### config.mk
export PLATFORM = sky130hd
export DESIGN_NAME = data_mem_ctrl
export DESIGN_NICKNAME = d
export VERILOG_FILES = /design/src/rtl/data_mem_pkg.sv /design/src/rtl/data_mem_ctrl_wait_timer.sv /design/src/rtl/data_mem_ctrl.sv
export SDC_FILE = /design/constraint.sdc
export NUM_CORES = 1
export LEC_CHECK = 0
export ABC_AREA = 1
export CAP_MARGIN = 25
export CORE_MARGIN = 1.5
export CORE_UTILIZATION = 42
export DETAILED_ROUTE_END_ITERATION = 7
export GPL_ROUTABILITY_DRIVEN = 0
export PLACE_DENSITY_LB_ADDON = 0.08
export SLEW_MARGIN = 25
export SYNTH_ARGS = -nofsm -noshare
export SYNTH_HDL_FRONTEND = slang
export SYNTH_HIERARCHICAL = 1
export SYNTH_SLANG_ARGS = --single-unit
### constraint.sdc
create_clock -name clock -period 3.1 [get_ports clock]
set_input_delay 0.93 -clock clock [delete_from_list [all_inputs] [get_ports clock]]
set_output_delay 0.93 -clock clock [all_outputs]
set_load 0.1 [all_outputs]
### src/rtl/data_mem_pkg.sv
// Shared types and helpers for the wait-state data memory controller.
package data_mem_pkg;

  typedef enum logic [1:0] {
    IDLE = 2'd0,
    WAIT = 2'd1,
    RESP = 2'd2
  } state_t;

  localparam int unsigned WAIT_CNT_W = 4;

  // Byte address to word address; callers truncate to their SRAM index width.
  function automatic logic [29:0] word_index(input logic [31:0] byte_addr);
    return byte_addr[31:2];
  endfunction

endpackage

### src/rtl/data_mem_ctrl_wait_timer.sv
// Loadable down-counter with a zero flag; paces the wait states before the SRAM strobe.
module wait_timer
  import data_mem_pkg::*;
(
  input  logic                  clock,
  input  logic                  reset,
  input  logic                  load,
  input  logic [WAIT_CNT_W-1:0] load_val,
  input  logic                  dec,
  output logic                  zero
);

  logic [WAIT_CNT_W-1:0] count;

  always_ff @(posedge clock or posedge reset) begin
    if (reset) begin
      count <= '0;
    end else if (load) begin
      count <= load_val;
    end else if (dec && (count != '0)) begin
      count <= count - 1'b1;
    end
  end

  assign zero = (count == '0);

endmodule

### src/rtl/data_mem_ctrl.sv
// Wait-state data memory controller between the core load/store path and a single-port SRAM.
// Optional misalignment trap compiled in with MISALIGN_TRAP_EN.
module data_mem_ctrl
  import data_mem_pkg::*;
#(
  parameter int unsigned DATA_W      = 32,
  parameter int unsigned DEPTH       = 256,
  parameter int unsigned WAIT_STATES = 2
) (
  input  logic                     clock,
  input  logic                     reset,
  input  logic                     req_valid,
  input  logic                     req_write,
  input  logic [31:0]              req_addr,
  input  logic [DATA_W-1:0]        req_wdata,
  output logic                     stall,
  output logic                     rsp_valid,
  output logic [DATA_W-1:0]        rsp_rdata,
  output logic                     mem_en,
  output logic                     mem_we,
  output logic [$clog2(DEPTH)-1:0] mem_addr,
  output logic [DATA_W-1:0]        mem_wdata,
  input  logic [DATA_W-1:0]        mem_rdata
`ifdef MISALIGN_TRAP_EN
  ,
  output logic                     err_misaligned
`endif
);

  localparam int unsigned AW = $clog2(DEPTH);

  state_t            state, state_nx;
  logic              wr_q;
  logic [AW-1:0]     addr_q;
  logic [DATA_W-1:0] wdata_q;
  logic [DATA_W-1:0] hold_q;
  logic              timer_load, timer_dec, timer_zero;
  logic              access_ok;
  logic              accept;

  assign accept = (state == IDLE) && req_valid;

  wait_timer u_wait_timer (
    .clock    (clock),
    .reset    (reset),
    .load     (timer_load),
    .load_val (WAIT_CNT_W'(WAIT_STATES)),
    .dec      (timer_dec),
    .zero     (timer_zero)
  );

`ifdef MISALIGN_TRAP_EN
  logic mis_q;
  logic err_q;

  always_ff @(posedge clock or posedge reset) begin
    if (reset) begin
      mis_q <= 1'b0;
      err_q <= 1'b0;
    end else begin
      if (accept)
        mis_q <= (req_addr[1:0] != 2'b00);
      if ((state == RESP) && mis_q)
        err_q <= 1'b1;
    end
  end

  assign access_ok      = !mis_q;
  assign err_misaligned = err_q;
`else
  logic unused_addr_lsbs;
  assign unused_addr_lsbs = ^req_addr[1:0];
  assign access_ok        = 1'b1;
`endif

  always_ff @(posedge clock or posedge reset) begin
    if (reset) begin
      state <= IDLE;
    end else begin
      state <= state_nx;
    end
  end

  always_ff @(posedge clock or posedge reset) begin
    if (reset) begin
      wr_q    <= 1'b0;
      addr_q  <= '0;
      wdata_q <= '0;
      hold_q  <= '0;
    end else begin
      if (accept) begin
        wr_q    <= req_write;
        addr_q  <= AW'(word_index(req_addr));
        wdata_q <= req_wdata;
      end
      if ((state == RESP) && !wr_q && access_ok)
        hold_q <= mem_rdata;
    end
  end

  always_comb begin
    state_nx   = state;
    timer_load = 1'b0;
    timer_dec  = 1'b0;
    stall      = 1'b0;
    rsp_valid  = 1'b0;
    mem_en     = 1'b0;
    rsp_rdata  = hold_q;
    case (state)
      IDLE: begin
        if (req_valid) begin
          stall      = 1'b1;
          timer_load = 1'b1;
          state_nx   = WAIT;
        end
      end
      WAIT: begin
        stall = 1'b1;
        if (timer_zero) begin
          mem_en   = access_ok;
          state_nx = RESP;
        end else begin
          timer_dec = 1'b1;
        end
      end
      RESP: begin
        rsp_valid = 1'b1;
        if (!access_ok)
          rsp_rdata = '0;
        else if (!wr_q)
          rsp_rdata = mem_rdata;
        state_nx = IDLE;
      end
      default: state_nx = IDLE;
    endcase
    // IDLE stall follows req_valid combinationally, so it must be masked while reset is held.
    if (reset)
      stall = 1'b0;
  end

  assign mem_we    = mem_en && wr_q;
  assign mem_addr  = addr_q;
  assign mem_wdata = wdata_q;

endmodule
### Yosys cells after proc, flatten, opt, wreduce, memory -nomap -nowiden

Cells that the tools add are included.

* output and inout bits: 76
* logic and storage cells: 37
* input port bits: 100
* flip-flop bits (word level): 79

* $add $sub $neg: 1
* reduce and logical (&&, ||, !) cells: 10
* eq/ne operators: 4
* muxes and demuxes: 16

Operators by type and width (count)
* 2-to-1 mux 32 bit: 2
* 2-to-1 mux 1 bit: 8
* 2-to-1 mux 4 bit: 2
* logical AND 1 bit: 4
* zero test 4 bit: 1
* 2-to-1 mux 2 bit: 2
* inequality test 2 bit, second input constant: 2
* case mux 2 bit (2 select lines): 1
* nonzero test 4 bit: 1
* subtractor 4 x 1 -> 4 bit, second input constant: 1
* equality test 2 x 1 -> 1 bit, second input constant: 1
* equality test 2 bit, second input constant: 1
* zero test 2 bit: 1
* case mux 1 bit (2 select lines): 1
* AND reduction 2 bit: 1
* nonzero test 2 bit: 1
* zero test 1 bit: 1

### Longest topological paths before layout

Gate-level depths: netlist (run 1).

* word-level depth: 6
* depth in mapped cells: 9
* gate-level depth less buffers: 9

### Cells and area by module

Netlist (run 1), hierarchy kept.

By module, submodules not included
* data_mem_ctrl: area each 3634.7 um^2, sequential area each 1876.8 um^2, instances 1, cells an instance 468
* wait_timer: area each 299.0 um^2, sequential area each 100.1 um^2, instances 1, cells an instance 47

### Worst setup path before layout (run 1)

No wires, ideal clock.

* kind: reg2out
* from: register u_wait_timer.count[0]
* to: output mem_we
* path slack: -0.747 ns
* arrival: 2.917 ns
* data required time: 2.170 ns
* buffers on the path: 0
* stages on the path, launching flop included: 7
* path through: dfrtp_1 -> inv_1 -> ha_1 -> nand2_2 -> inv_1 -> inv_1 -> nor3_1

* longest elaborated chain between the ends: 4

Ends and longest elaborated chain
* start, declared: line data_mem_ctrl_wait_timer.sv:13 `logic [WAIT_CNT_W-1:0] count;`
* start signal, assigned: line data_mem_ctrl_wait_timer.sv:19 `count <= load_val;`
* start signal, assigned: line data_mem_ctrl_wait_timer.sv:21 `count <= count - 1'b1;`
* zero test 4 bit: line data_mem_ctrl_wait_timer.sv:25 `assign zero = (count == '0);`
* via timer_zero: line data_mem_ctrl.sv:37 `logic timer_load, timer_dec, timer_zero;`
* 2-to-1 mux 1 bit: line data_mem_ctrl.sv:119 `if (timer_zero) begin`
* 2-to-1 mux 1 bit: line data_mem_ctrl.sv:109 `case (state)`
* logical AND 1 bit: line data_mem_ctrl.sv:141 `assign mem_we = mem_en && wr_q;`
* end, declared: line data_mem_ctrl.sv:20 `output logic mem_we,`

The timed path passes the listed nets, and every way through them passes these cells.

### Final worst setup path (run 1)

* from: register state[0]
* to: output rsp_rdata[1]

* longest elaborated chain between the ends: 2

Ends and longest elaborated chain
* start, declared: line data_mem_ctrl.sv:32 `state_t state, state_nx;`
* start signal, assigned: line data_mem_ctrl.sv:80 `state <= state_nx;`
* equality test 2 bit: line data_mem_ctrl.sv:109
* 2-to-1 mux 32 bit: line data_mem_ctrl.sv:109
* end, declared: line data_mem_ctrl.sv:18 `output logic [DATA_W-1:0] rsp_rdata,`

Every way passes these cells.

==> results_dict.tcl, run 1 <==
set metrics [dict create \
    clock_latency_ns 0.34 \
    ant_nets 0 \
    yosysWarnings 6 \
    end_kind "output port" \
    grt_pass1_wl_mm 16.2 \
    synth_area_um2 3930 \
    dr.pass1.iters 4 \
    worstPathRequired_ns 2.17 \
    crit_family "buffers and inverters" \
    arrival_ns 1.97 \
    rsz0062_at_grt "no" \
    die_h_um 99.8 \
    critPathMaxStageDelay_ns 0.45 \
    antennaDiodeCount 0 \
    wl_per_cell_um 12.4 \
    antenna_found_initial 0 \
    layout.nets 760 \
    hold_buffers 0 \
    path_cells "inv_2 > nand2_4 > inv_6 > nand2_1 > nand2_1 > buf_12" \
    cp_num_buf_inv 3 \
    io_pins 176 \
    crit_cells 6 \
    post_cts_buffers 0 \
    worst_pin_slew_ns 0.583 \
    drv_slew 0 \
    overflow 0 \
    synth-seq-cells 79 \
    setup_viol 0 \
    crit_path_end "rsp_rdata[1]" \
    num_vias 3676 \
    status "complete, no violations" \
    crit_path_start "state[0]$_DFFE_PP0P_" \
    port_buffers 151 \
    slowest_stage "dfrtp_1" \
    hold_violations 0 \
    cpMostUsedCell "nand2_1" \
    seq_area_frac_synth_pct 50.3 \
    ys_types 21 \
    maxCapViolations 0 \
    crit_type "flop to output port" \
    synthesis.instances 515 \
    period_share_pct 93.5 \
    dpl.hpwl_mm 6.72 \
    routed_wl_mm 9.59 \
    relSlewSlack_pct 61.1 \
    avgSynthCellArea_um2 7.64 \
    cts_buffer_depth 2 \
    grt_pass1_vias 3654 \
    rr_worst_depth 8 \
    final.setup.tns_ns 0 \
    cts_tree "done" \
    critPathMaxFanout 33 \
    clock_tree.root_cell "clkbuf_8" \
    clock.fmax_ghz 0.345 \
    fin_worst_skew_ns 0.00949 \
    coreArea_um2 9150 \
    r2r_end "u_wait_timer/count[3]$_DFFE_PP0P_" \
    final_cell_mix "299 x nand2_1, 79 x dfrtp_1, 75 x clkdlybuf4s50_1" \
    synthToLayoutAreaGrowth_pct 48.9 \
    grt_max_degree 43 \
    cp-start-kind "flop" \
    regToRegSetupSlack_ns 1.45 \
    htree_levels 3 \
    dieArea_um2 9960 \
    yosys.area.top_type "dfrtp_1" \
    fin_crit_ns 2.90 \
    rr_startpoint "state[0]$_DFFE_PP0P_" \
    final_common_cell "nand2_1" \
    drive_above_1_share_pct 21.1 \
    cts_resized 0 \
    drt_first_iter_violations 150 \
    drt-vias-per-instance 4.74 \
    num_rows 35 \
    cts_buffers 9 \
    drc_errors 0 \
    gr-usage-all-layers_pct 20.5 \
    die_x_um 99.8 \
    hold_start "mem_addr[6]$_DFFE_PP0P_" \
    initial_utilization_pct 43.0 \
    clock_sinks 79 \
    synth_top_area_share_pct 50.3 \
    synth.area.top_cells "dfrtp_1 50%, nand2_1 29%, nand3_1 5.6%" \
    clk_pin_slew_worst_paths_ns 0.09 \
    min_path_type "flop to flop" \
]
[final cells by class]
| type | count | area, µm² |
|---|---|---|
| multi-input combinational | 397 | 1690 |
| tap | 111 | 139 |
| timing repair buffer | 157 | 1830 |
| clock inverter | 6 | 37.5 |
| fill | 820 | 3290 |
| sequential | 79 | 1980 |
| clock buffer | 10 | 128 |
| inverter | 15 | 62.6 |
[through the flow]
| stage | cell area (µm²) | utilization, % | hold WS (ns) | setup WS, ns | instances |
|---|---|---|---|---|---|
| global placement | 5690 | 62.2 | 0.455 | 0.260 | 759 |
| global route | 5860 | 64.0 | 0.500 | 0.0431 | 775 |
| detailed placement | 5690 | 62.2 | 0.460 | 0.254 | 759 |
| CTS | 5860 | 64.0 | 0.482 | 0.167 | 775 |
| floorplan | 3950 | - | 0.467 | 0.0393 | 517 |
| finish | 5860 | 64.0 | 0.477 | 0.201 | 775 |
[sequential cells by signal, summed over array words and instances (netlist names)]
register / count
mem_wdata: 32
mem_addr: 8
hold_q: 32
u_wait_timer/count: 4
wr_q: 1
state: 2
[cell usage after synthesis]
| master | number |
|---|---|
| nand3b_1 | 2 |
| conb_1 | 2 |
| buf_2 | 9 |
| clkinv_1 | 1 |
| inv_6 | 1 |
| buf_6 | 4 |
| buf_12 | 3 |
| ha_1 | 1 |
| buf_4 | 10 |
| nor2_1 | 6 |
| nor2_4 | 1 |
| nand2_4 | 3 |
| nand2_2 | 31 |
| nand3_1 | 44 |
| inv_2 | 3 |
| nor3_1 | 1 |
| nor2_2 | 1 |
| inv_1 | 10 |
| dfrtp_1 | 79 |
| nand2_1 | 299 |
| o21ai_0 | 4 |
[how the worst min path moves through the flow]
stage                                            to  slack (ns)  depth (start not counted)
after floorplan              hold_q[13]$_DFFE_PP0P_        0.47                          2
after global placement    mem_wdata[22]$_DFFE_PP0P_        0.46                          2
after detailed placement    mem_addr[6]$_DFFE_PP0P_        0.46                          2
after CTS                   mem_addr[6]$_DFFE_PP0P_        0.48                          2
after global routing      mem_wdata[10]$_DFFE_PP0P_        0.50                          2
final                       mem_addr[6]$_DFFE_PP0P_        0.48                          2
[logic make-up after synthesis]
logic type	synth area share, %
flip-flops	50.3
other	0.191
buffers and inverters	7.28
AND/OR/NAND/NOR	41.4
adder cells (fa/ha/maj)	0.318
AO/OA/AOI/OAI	0.509
[worst min-delay path: cells and delay by family, from the launching register on]
| family | cells | cell delay, ns |
|---|---|---|
| AND/OR/NAND/NOR | 2 | 0.10 |
| flip-flops | 1 | 0.35 |
[per-layer routing]
metal | part of all wire, % | GRT usage, %
met5 | 0 | 0
met1 | 43 | 24.6
met2 | 48 | 35.6
met3 | 7.0 | 4.87
met4 | 2.0 | 7.80
Power of run 1 is not shown: default switching activity piles up to over one toggle a cycle in this logic, so the estimate is an artifact.
==> inputs of run 2 (changes only) <==
SKIP_LAST_GASP = 1   (was not set)
==> results of run 2 <==
Final layout, timing and power as in run 1 (identical DEF).
Power of run 2 is left out for the same reason.
==> inputs of run 3 (changes only) <==
CORE_MARGIN = not set   (was 1.5)
==> results_dict.tcl, run 3 (synthesis gave the netlist of run 1 again) <==
set metrics [dict create \
    status "complete, no violations" \
    coreArea_um2 8890 \
    cts_resized 0 \
    fillCellCount 769 \
    die_x_um 98.8 \
    period_share_pct 92.7 \
    clock.fmax_ghz 0.348 \
    relSlewSlack_pct 60.5 \
    postLayoutCoreUtil_pct 65.9 \
    final_cell_mix "299 x nand2_1, 79 x dfrtp_1, 75 x clkdlybuf4s50_1" \
    dr.pass1.iters 5 \
    overflow 0 \
    grt_max_degree 54 \
    gr-usage-all-layers_pct 20.7 \
    final_common_cell "nand2_1" \
    synthToLayoutAreaGrowth_pct 48.9 \
    htree_levels 3 \
    rr_worst_depth 8 \
    fin_crit_ns 2.88 \
    antennaDiodeCount 0 \
    grt_pass1_vias 3368 \
    end_kind "output port" \
    crit_type "flop to output port" \
    worstPathRequired_ns 2.17 \
    area.sequential_um2 1980 \
    multi_input_area_um2 1690 \
    die_h_um 98.8 \
    cts_buffer_depth 2 \
    port_buffers 151 \
    final_cell_count_no_fill 771 \
    setup_viol 0 \
    dieArea_um2 9760 \
    initial_utilization_pct 44.2 \
    post_cts_buffers 0 \
    cp-start-kind "flop" \
    clock_sinks 79 \
    worstHoldPathCells 2 \
    slowest_stage "dfrtp_1" \
    drv_slew 0 \
    clock_latency_ns 0.34 \
    clk_pin_slew_worst_paths_ns 0.08 \
    critPathMaxStageDelay_ns 0.44 \
    wl_per_cell_um 12.8 \
    num_vias 3679 \
    critPathMaxFanout 33 \
    arrival_ns 1.95 \
    routed_wl_mm 9.88 \
    ant_nets 0 \
    hold_violations 0 \
    io_pins 176 \
    drive_above_1_share_pct 21.0 \
    path_cells "inv_2 > nand2_4 > inv_6 > nand2_1 > nand2_1 > buf_12" \
    layout.nets 759 \
    clock_tree.root_cell "clkbuf_8" \
    drc_errors 0 \
    dpl.hpwl_mm 6.72 \
    antenna_found_initial 0 \
    maxCapViolations 0 \
    cts_tree "done" \
    num_rows 34 \
    grt_pass1_wl_mm 16.1 \
    drt_first_iter_violations 142 \
    cts_buffers 9 \
    hold_buffers 0 \
    drt-vias-per-instance 4.77 \
    dp_cells 755 \
    fin_worst_skew_ns 0.0125 \
    min_path_type "flop to flop" \
    final.setup.tns_ns 0 \
    rsz0062_at_grt "no" \
    worst_pin_slew_ns 0.592 \
    cpMostUsedCell "nand2_1" \
]
## run 3: cell count changes in the layout (fill, tap and decap cells not counted), sizes merged
cell      delta
clkbuf       +1
clkinvlp     -1
buf          -1
## run 3: area by class of cell
class	count	share of cell area (%)
repair buffers	156	31.1
clock buffers	11	2.41
flip-flops and latches	79	33.8
multi-input cells	397	28.8
inverters	15	1.07
clock inverters	5	0.577
well taps	108	2.31
## run 3: worst paths after layout
path | startpoint | end | slack (ns)
min in group asynchronous | reset | u_wait_timer/count[1]$_DFFE_PP0P_ | 0.88
worst max-delay path | state[0]$_DFFE_PP0P_ | rsp_rdata[31] | 0.22
worst min-delay path | mem_wdata[16]$_DFFE_PP0P_ | mem_wdata[16]$_DFFE_PP0P_ | 0.48
worst min register to register | mem_wdata[16]$_DFFE_PP0P_ | mem_wdata[16]$_DFFE_PP0P_ | 0.48
max in group asynchronous | reset | hold_q[0]$_DFFE_PP0P_ | 1.53
worst max register to register | state[0]$_DFFE_PP0P_ | u_wait_timer/count[3]$_DFFE_PP0P_ | 1.54
## run 3: through the flow
stage	setup WS, ns	hold WS (ns)	cell area [µm²]
2_1_floorplan	0.0393	0.467	3950
3_3_place_gp	0.251	0.456	5680
3_5_place_dp	0.246	0.460	5680
4_1_cts	0.201	0.479	5860
5_1_grt	0.0851	0.501	5860
6_report	0.225	0.475	5860
## run 3: critical path: cells and delay by family (launching register included)
kind / cells / cell delay, ns
flops: 1 / 0.44
buf+inv: 3 / 0.68
simple gates: 3 / 0.48
## run 3: metal layers
| layer | vias up | GRT usage (%) | part of all wire, % |
|---|---|---|---|
| met5 | - | 0 | 0 |
| met4 | 0 | 8.96 | 2.3 |
| li1 | 1855 | - | - |
| met3 | 20 | 4.18 | 5.3 |
| met2 | 110 | 34.6 | 49 |
| met1 | 1694 | 26.1 | 43 |
Power of run 3 is left out for the same reason.
